**src/rtl/wb_stage_reg.sv**
```systemverilog
// rtl/wb_stage_reg.sv - registered MEM/WB stage with load alignment, writeback select and retire counter
module wb_stage_reg #(
  parameter int DATA_W           = 32,
  parameter int REG_AW           = 5,
  parameter int ZERO_REG_PROTECT = 1,
  parameter int CNT_W            = 32
) (
  input  logic              clk,
  input  logic              reset,
  input  logic              in_valid,
  input  logic              stall,
  input  logic              flush,
  input  logic [DATA_W-1:0] MemOp,
  input  logic [DATA_W-1:0] ResultRType,
  input  logic [DATA_W-1:0] LinkAddr,
  input  logic [1:0]        ByteOff,
  input  logic [2:0]        LdType,
  input  logic [REG_AW-1:0] DestReg,
  input  logic [2:0]        WB,
  output logic [DATA_W-1:0] Result,
  output logic [REG_AW-1:0] DestRegReg,
  output logic              RegWrite,
  output logic              wb_valid,
  output logic              misalign,
  output logic [CNT_W-1:0]  retired_cnt
);

  logic [7:0]        byte_lane;
  logic [15:0]       half_lane;
  logic [DATA_W-1:0] load_data;
  logic [DATA_W-1:0] wb_data;
  logic              is_half;
  logic              is_word;
  logic              mis_now;
  logic              wen_q;
  logic              fresh;

  always_comb begin
    case (ByteOff)
      2'd0:    byte_lane = MemOp[7:0];
      2'd1:    byte_lane = MemOp[15:8];
      2'd2:    byte_lane = MemOp[23:16];
      default: byte_lane = MemOp[31:24];
    endcase
    half_lane = ByteOff[1] ? MemOp[31:16] : MemOp[15:0];

    // Unlisted LdType encodings behave as LW, including for misalignment.
    case (LdType)
      3'b001:  load_data = DATA_W'($signed(byte_lane));
      3'b010:  load_data = DATA_W'(byte_lane);
      3'b011:  load_data = DATA_W'($signed(half_lane));
      3'b100:  load_data = DATA_W'(half_lane);
      default: load_data = DATA_W'($signed(MemOp[31:0]));
    endcase

    is_half = (LdType == 3'b011) || (LdType == 3'b100);
    is_word = (LdType == 3'b000) || (LdType > 3'b100);
    mis_now = (WB[1:0] == 2'b01) &&
              ((is_half && ByteOff[0]) || (is_word && (ByteOff != 2'b00)));

    case (WB[1:0])
      2'b01:   wb_data = load_data;
      2'b10:   wb_data = LinkAddr;
      default: wb_data = ResultRType;
    endcase
  end

  // fresh marks the first output cycle, so a stalled instruction writes only once.
  assign RegWrite = wb_valid & fresh & wen_q & ~misalign &
                    ~((ZERO_REG_PROTECT != 0) && (DestRegReg == '0));

  always_ff @(posedge clk or negedge reset) begin
    if (!reset) begin
      Result      <= '0;
      DestRegReg  <= '0;
      wen_q       <= 1'b0;
      misalign    <= 1'b0;
      wb_valid    <= 1'b0;
      fresh       <= 1'b0;
      retired_cnt <= '0;
    end else begin
      if (RegWrite)
        retired_cnt <= retired_cnt + CNT_W'(1);
      if (flush) begin
        wb_valid <= 1'b0;
        fresh    <= 1'b0;
      end else if (stall) begin
        fresh <= 1'b0;
      end else begin
        Result     <= wb_data;
        DestRegReg <= DestReg;
        wen_q      <= WB[2];
        misalign   <= mis_now;
        wb_valid   <= in_valid;
        fresh      <= in_valid;
      end
    end
  end

endmodule

```
**config.mk**
```make
export PLATFORM = sky130hd
export DESIGN_NAME = wb_stage_reg
export DESIGN_NICKNAME = d
export VERILOG_FILES = /design/src/rtl/wb_stage_reg.sv
export SDC_FILE = /design/constraint.sdc
export NUM_CORES = 1
export LEC_CHECK = 0
export BUFFER_PORTS_ARGS = -buffer_cell sky130_fd_sc_hd__buf_2
export CORE_MARGIN = 2
export CORE_UTILIZATION = 35
export DETAILED_ROUTE_END_ITERATION = 10
export GPL_ROUTABILITY_DRIVEN = 0
export GPL_TIMING_DRIVEN = 0
export HOLD_SLACK_MARGIN = 0.05
export PLACE_DENSITY = 0.69
export SYNTH_ARGS = -nofsm -noshare
export SYNTH_HDL_FRONTEND = slang
export SYNTH_SLANG_ARGS = --single-unit
export TNS_END_PERCENT = 20
```
**constraint.sdc**
```tcl
create_clock -name clk -period 1.7 [get_ports clk]
set_clock_uncertainty 0.05 [all_clocks]
set_input_delay 0.255 -clock clk [delete_from_list [all_inputs] [get_ports clk]]
set_output_delay 0.255 -clock clk [all_outputs]
set_load 0.02 [all_outputs]
```
---- Word level (Yosys, flattened, before mapping) ----
Index checks and enable logic that the tools add are counted.
storage, ports and cells
  input bits .............................. 114
  output and inout bits ................... 72
  bits in registers ....................... 73
  logic and storage cells ................. 45
cells by class
  $add $sub $neg .......................... 1
  equal/unequal tests ..................... 9
  bitwise operators ....................... 8
  order comparisons ....................... 1
  reductions and logical operators ........ 11
  multiplexer cells ....................... 8
operators with widths
  kind                     count
  $pmux W32 S4             1
  $pmux W32 S2             1
  $add A32 B1 Y32 const B  1
  $pmux W8 S3              1
  $mux W16                 1
  $eq A3 B2 Y1 const B     2
  $logic_not A5 Y1         1
  $and A1 B1 Y1            4
  $eq A2 B1 Y1 const B     2
  $eq A2 B2 Y1 const B     2
  $mux W1                  4
  $not A1 Y1               4
  $eq A3 B1 Y1 const B     1
  $eq A3 B3 Y1 const B     1
  $gt A3 B3 Y1 const B     1
  $logic_and A1 B1 Y1      3
  $logic_not A3 Y1         1
  $logic_or A1 B1 Y1       3
  $logic_not A2 Y1         1
  $ne A2 B1 Y1 const B     1
  $reduce_and A2 Y1        1
  $reduce_bool A2 Y1       1

---- Longest topological paths before layout ----
Gate-level depths: netlist of run 1.
  depth in word-level cells ............... 5
  gate-level depth with buffers ........... 8
  depth with buffers taken out ............ 7

---- Worst setup path after synthesis of run 1 ----
No wires, ideal clock.
  kind .................................... flip-flop to flip-flop
  start point ............................. register DestRegReg[0]
  end point ............................... register retired_cnt[6]
  library setup time ...................... 0.130 ns
  slack ................................... -0.133 ns
  clock period less this slack ............ 1.833 ns
  cell stages (with the launch flop) ...... 6
  arrival ................................. 1.653 ns
  buffers on the path ..................... 0
  required time ........................... 1.520 ns
  cell sequence ........................... dfrtp_1 > or4_4 > o21a_1 > and2_1 > nand4_1 > xnor2_1
between the ends
  cells in the longest elaborated chain, start to end .. 3
RTL lines
  what                    line  RTL
  from (decl)             21    output logic [REG_AW-1:0] DestRegReg,
  from (signal assigned)  91    DestRegReg <= DestReg;
  $logic_not A5 Y1        70    ~((ZERO_REG_PROTECT != 0) && (DestRegReg == '0));
  $not A1 Y1              70
  $and A1 B1 Y1           69    assign RegWrite = wb_valid & fresh & wen_q & ~misalign &
  net RegWrite            22    output logic RegWrite,
  to (signal assigned)    83    retired_cnt <= retired_cnt + CNT_W'(1);
  to (decl)               25    output logic [CNT_W-1:0] retired_cnt
The timed path passes the listed nets, and every way through them passes these cells.
A chain may end at the register's enable or synchronous reset.

---- Worst setup path after layout of run 1 ----
  start point ............................. register DestRegReg[4]
  end point ............................... output port RegWrite
between the ends
  cells in the longest elaborated chain, start to end .. 3
RTL lines
  what              line
  $logic_not A5 Y1  70
  $not A1 Y1        70
  $and A1 B1 Y1     69
  to (decl)         22
Every way passes these cells.

==> impl_metrics.ini, run 1 <==
[run_status]
status = finished with violations
violations = setup timing

[logic_synthesis]
synth_common_cells = dfrtp_1 (73), o21ai_0 (72), nand2_1 (57), a21oi_1 (52), xnor2_1 (29)
synth_compound_area_share_pct = 23.3
synth_warnings = 0
synth-seq-area-share_pct = 42.1
ys.flop_type = dfrtp_1
synth.area.top_cells = dfrtp_1 (42%), o21ai_0 (8.3%), a21oi_1 (6.0%), xnor2_1 (5.9%), nand2_1 (4.9%)
syn_inst = 474
synth_cell_type_count = 43
synth_edf_count = 0
synth_mux_area_share_pct = 7.32
yosys.area_share.simple_pct = 15.7
synth-xor-area-share_pct = 6.86
synth-seq-cells = 73
syn-cell-area_sq_um = 4340
synthArstFlopShare_pct = 100
synth_fp_nets = 592
synth-adder-area-share_pct = 1.15
synth_top_family_by_area = compound AO/OA/AOI/OAI gates
synth_top_cell_area_share_pct = 42.1
synth_most_common_cell = dfrtp_1
post-synth-top-area-cell = dfrtp_1
syn_area_per_cell_sq_um = 9.16

[sta]
final_max_slew_viol_count = 0
layout_setup_ws_ns = -0.258
setup_viol = 27
maxSlewHeadroom_pct = 55.4
tightest_slew_ns = 0.665
period_minus_slack_ns = 1.96
finalCritPeriodShare_pct = 115
fmax_mhz = 511
tns_ns = -2.81
rsz0062_at_grt = true
hold_violations = 0

[global_routing]
grt_max_degree = 51
grt_use_total_pct = 23.2
first_global_vias = 4580
grt_remaining_overflow = 0
antenna_found_initial = 1
grt_pass1_wl_mm = 23.9

[floorplan]
io_pins = 186
fp.dieW_um = 115
num_rows = 40
start_util_pct = 36.0
die_y_um = 115
core-area_sq_um = 12100
die_area_sq_um = 13300

[pwr]
ir_drop_mv = 0.439
internal_power_uw = 3560
p_sw_uw = 1620
p_total_uw = 5180
p_per_area_nw_per_um2 = 847
power_leakage_uw = 0.00279
sequentialPowerShare_pct = 39.0
p_comb_share_pct = 24.4
swShare_pct = 31.4
power_frac_clock_pct = 36.7

[route]
vias = 4717
ant_nets = 0
drc = 0
routed_via_density = 5.48
drtIter0Drc = 372
wl_per_cell_um = 18.1
drt-pass1-iter-count = 5
drt-total-wl_mm = 15.5

[clock_network]
numCtsBuffers = 9
clk_latency_ns = 0.34
cts_sinks = 73
htree_levels = 3
cts_buffer_depth = 2
cts_tree = done
clockRootBuffer = clkbuf_16
clk_pin_slew_ns = 0.06

[place]
dp_slack_ns = -0.564
port_buffers = 182
place_hpwl_mm = 11.8

[setup_path]
path_buf_inv = 1
path_class = flip-flop to primary output
cp_slowest_cell = or4_4
crit_arrival_ns = 1.65
worstSetupEndpointType = primary output
cpPeakStageDelay_ns = 0.57
worstPathMaxFanout = 3
cp_top_family = simple AND/OR/NAND/NOR gates
cp_cell_sequence = or4_4 -> o21a_4 -> buf_6
cp.required_ns = 1.39
crit_path_start_kind = flip-flop

[finish]
layout-drive-gt1-share_pct = 40.7
syn_to_final_growth_pct = 40.8
finish.net_count = 804
final_util_pct = 50.7

[worst_hold_path]
hold_class = input pin to flip-flop

[job]
drv_cap = 0
-- registers in the layout (all words and copies together), names as in the netlist --
register     flops
DestRegReg       5
Result          32
fresh            1
misalign         1
retired_cnt     32
wb_valid         1
wen_q            1
-- metrics by stage --
stage,instances,cell area [sq um],hold WS (ns)
final,860,6110,0.0595
after CTS,855,5980,0.0533
after floorplan,474,4370,-0.0906
after detailed placement,825,5520,0.129
after global placement,824,5490,0.397
after global routing,860,6110,0.0612
-- logic make-up after synthesis --
kind of cell | Yosys count
fa+ha+maj | 4
simple gates | 131
mux | 18
xor+xnor | 34
buf+inv | 36
compound gates | 178
flops | 73
-- worst min-delay path, delay by kind of cell --
family / cells / cell delay (ns)
and+or+nand+nor: 2 / 0.09
buffers and inverters: 1 / 0.07
-- power by group through the flow --
stage          sequential, uW  combinational [uW]  clock [uW]
2_1_floorplan            2240                 460           0
3_3_place_gp             2040                1180           0
3_5_place_dp             2040                1210           0
4_1_cts                  2020                1230        1940
5_1_grt                  2040                1380        2030
6_report                 2020                1260        1900
-- final timing paths --
| path | start | end | slack [ns] | cells past startpoint |
|---|---|---|---|---|
| max | DestRegReg[4] | RegWrite | -0.26 | 3 |
| min | DestReg[0] | DestRegReg[0] | 0.06 | 3 |
| max reg2reg | DestRegReg[4] | retired_cnt[6] | -0.19 | 7 |
| min reg2reg | retired_cnt[31] | retired_cnt[31] | 0.42 | 1 |
| max in group asynchronous | reset | retired_cnt[7] | 0.70 | 3 |
| min in group asynchronous | reset | retired_cnt[8] | 0.33 | 2 |
-- metal layers --
metal,GRT usage (%),wire [um]
met5,0,0
met4,8.27,322
met3,3.95,1190
met2,38.5,7450
met1,30.7,6580
-- layout by cell type, fill, tap and decap left out, types with 10 or more instances in the layout --
| cell type | n |
|---|---|
| o21ai_0 | 69 |
| dfrtp_1 | 63 |
| xnor2_1 | 28 |
| o21ai_1 | 13 |
| a21oi_1 | 52 |
| nand2_1 | 54 |
| buf_2 | 180 |
| dfrtp_2 | 10 |
| o211ai_1 | 10 |
| buf_4 | 18 |
| clkbuf_1 | 15 |
| or3_1 | 16 |
-- cell type report --
| cell class | count | area [sq um] |
|---|---|---|
| fillers | 1131 | 5950 |
| multi-input cells | 365 | 2480 |
| flip-flops and latches | 73 | 1840 |
| repair buffers | 201 | 1090 |
| clock buffers | 11 | 243 |
| well taps | 168 | 210 |
| plain buffers | 30 | 169 |
| clock inverters | 5 | 55.1 |
| inverters | 6 | 22.5 |
| diodes | 1 | 2.50 |
-- what timing repair did --
item	in CTS	in global routing
hold buffers	1	0
buffers inserted	13	4
setup endpoints to repair	52	59
endpoints found under the hold margin	23	0
gates resized for setup	17	39
pin swaps	16	6
(Power assumes the default switching activity.)
==> inputs of run 2 (changes only) <==
--- a/config.mk
+++ b/config.mk
@@ -6,13 +6,15 @@
 export NUM_CORES = 1
 export LEC_CHECK = 0
 export BUFFER_PORTS_ARGS = -buffer_cell sky130_fd_sc_hd__buf_2
+export CAP_MARGIN = 15
 export CORE_MARGIN = 2
-export CORE_UTILIZATION = 35
+export CORE_UTILIZATION = 30
 export DETAILED_ROUTE_END_ITERATION = 10
 export GPL_ROUTABILITY_DRIVEN = 0
 export GPL_TIMING_DRIVEN = 0
 export HOLD_SLACK_MARGIN = 0.05
-export PLACE_DENSITY = 0.69
+export PLACE_DENSITY = 0.62
+export RECOVER_POWER = 100
 export SYNTH_ARGS = -nofsm -noshare
 export SYNTH_HDL_FRONTEND = slang
 export SYNTH_SLANG_ARGS = --single-unit
==> run 2 against run 1 <==
Against the previous run:
- the flow still finishes with violations (setup timing)
- critical path type unchanged
- wire length grew 8.2%
- flip-flop and latch count is the same
- hold slack gained 0.0025 ns
- critical endpoint unchanged
- maximum frequency shrank 1.1%
- total power grew 0.73%
- clock power grew 4%
==> impl_metrics.ini, run 2 (synthesized netlist as in run 1, its figures left out) <==
[clock_network]
cts_tree = done
clockRootBuffer = clkbuf_16
cts_buffer_depth = 2
numCtsBuffers = 9
clk_latency_ns = 0.35
cts_sinks = 73
clk_pin_slew_ns = 0.06
htree_levels = 3

[sta]
finalCritPeriodShare_pct = 117
final_max_slew_viol_count = 0
tightest_slew_ns = 0.712
rsz0062_at_grt = true
maxSlewHeadroom_pct = 52.5
fmax_mhz = 505
worst_hold_slack_ns = 0.0620
period_minus_slack_ns = 1.98
setup_viol = 31
hold_violations = 0
layout_setup_ws_ns = -0.281

[worst_hold_path]
min_from = WB[2]
hold_class = input pin to flip-flop
holdPathStages = 3
whs_endpoint = wen_q

[global_routing]
grt_pass1_wl_mm = 25.6
grt_remaining_overflow = 0
first_global_vias = 4733
grt_use_total_pct = 21.2
grt_max_degree = 48
antenna_found_initial = 0

[place]
place_hpwl_mm = 12.8
port_buffers = 182

[route]
vias = 4801
drt-total-wl_mm = 16.8
wl_per_cell_um = 19.2
drtIter0Drc = 316
drt-pass1-iter-count = 7
ant_nets = 0
drc = 0
routed_via_density = 5.47

[setup_path]
cp.required_ns = 1.39
crit_arrival_ns = 1.68
crit_path_start_kind = flip-flop
r2r-start = DestRegReg[0]
worstSetupEndpointType = primary output
path_class = flip-flop to primary output
worstPathMaxFanout = 4
r2r_slack_ns = -0.12
r2r_cells = 6
r2r-end = retired_cnt[6]

[finish]
final_util_pct = 43.7
syn_to_final_growth_pct = 40.9
layout-drive-gt1-share_pct = 34.4
antenna_cells = 0
top_regs = Result: 32 flops, retired_cnt: 32 flops, DestRegReg: 5 flops
finish.net_count = 810
final_common_cell = buf_2
final_cell_mix = buf_2 (143), o21ai_0 (67), dfrtp_1 (63), clkbuf_1 (60), nand2_1 (53)

[job]
drv_cap = 0

[floorplan]
fp.dieW_um = 124
die_area_sq_um = 15500
die_y_um = 124
start_util_pct = 31.0
core-area_sq_um = 14000
num_rows = 43
io_pins = 186

[run_status]
status = finished with violations
violations = setup timing

[pwr]
p_per_area_nw_per_um2 = 853
power_leakage_uw = 0.00273
p_total_uw = 5220
ir_drop_mv = 0.485
run 2: layer usage:
metal  vias up  track usage [%]  part of all wire (%)
met5         -                0                     0
met3        25             3.95                   7.3
met1      2358             27.9                    43
li1       2194                -                     -
met4         0             7.87                   2.2
met2       224             34.6                    48
run 2: layout make-up:
type / count / area (sq um)
multi-input cells: 365 / 2510
well taps: 180 / 225
flip-flops and latches: 73 / 1840
clock buffers: 13 / 260
inverters: 6 / 22.5
fillers: 1426 / 7870
repair buffers: 207 / 1070
clock inverters: 3 / 40.0
plain buffers: 30 / 143
run 2: worst max-delay path: stages (launching register included):
cell     delay (ns)
dfrtp_2        0.41
or4_4          0.57
o21a_4         0.22
buf_6          0.12
run 2: per-stage QoR:
| stage | cell area (sq um) | instances | setup TNS [ns] | worst slack (ns) |
|---|---|---|---|---|
| final | 6120 | 877 | -1.97 | -0.281 |
| after floorplan | 4370 | 474 | -1.86 | -0.0717 |
| after CTS | 6050 | 871 | -2.82 | -0.305 |
| after global placement | 5500 | 836 | -27.58 | -0.500 |
| after detailed placement | 5530 | 837 | -18.01 | -0.586 |
| after global routing | 6120 | 877 | -6.13 | -0.327 |
run 2: worst max-delay path by stage:
stage | from | end | depth (start not counted)
5_1_grt | DestRegReg[0] | RegWrite | 3
3_5_place_dp | LdType[0] | Result[1] | 7
6_report | DestRegReg[0] | RegWrite | 3
2_1_floorplan | DestRegReg[0] | retired_cnt[10] | 5
3_3_place_gp | WB[0] | Result[28] | 9
4_1_cts | DestRegReg[2] | RegWrite | 3
run 2: what timing repair did:
action / CTS / global route
resized for setup: 22 / 21
buffers inserted: 12 / 7
cloned: 0 / 0
hold endpoints to repair: 31 / 0
pin swaps: 18 / 19
hold buffers: 6 / 0
endpoints found under the setup margin: 50 / 61
run 2: where the power goes:
part	internal, uW	leakage (uW)	switching, uW
Combinational	424	0.00168	803
Clock	1210	0.000150	753
Sequential	1910	0.000904	117
Total	3540	0.00273	1670
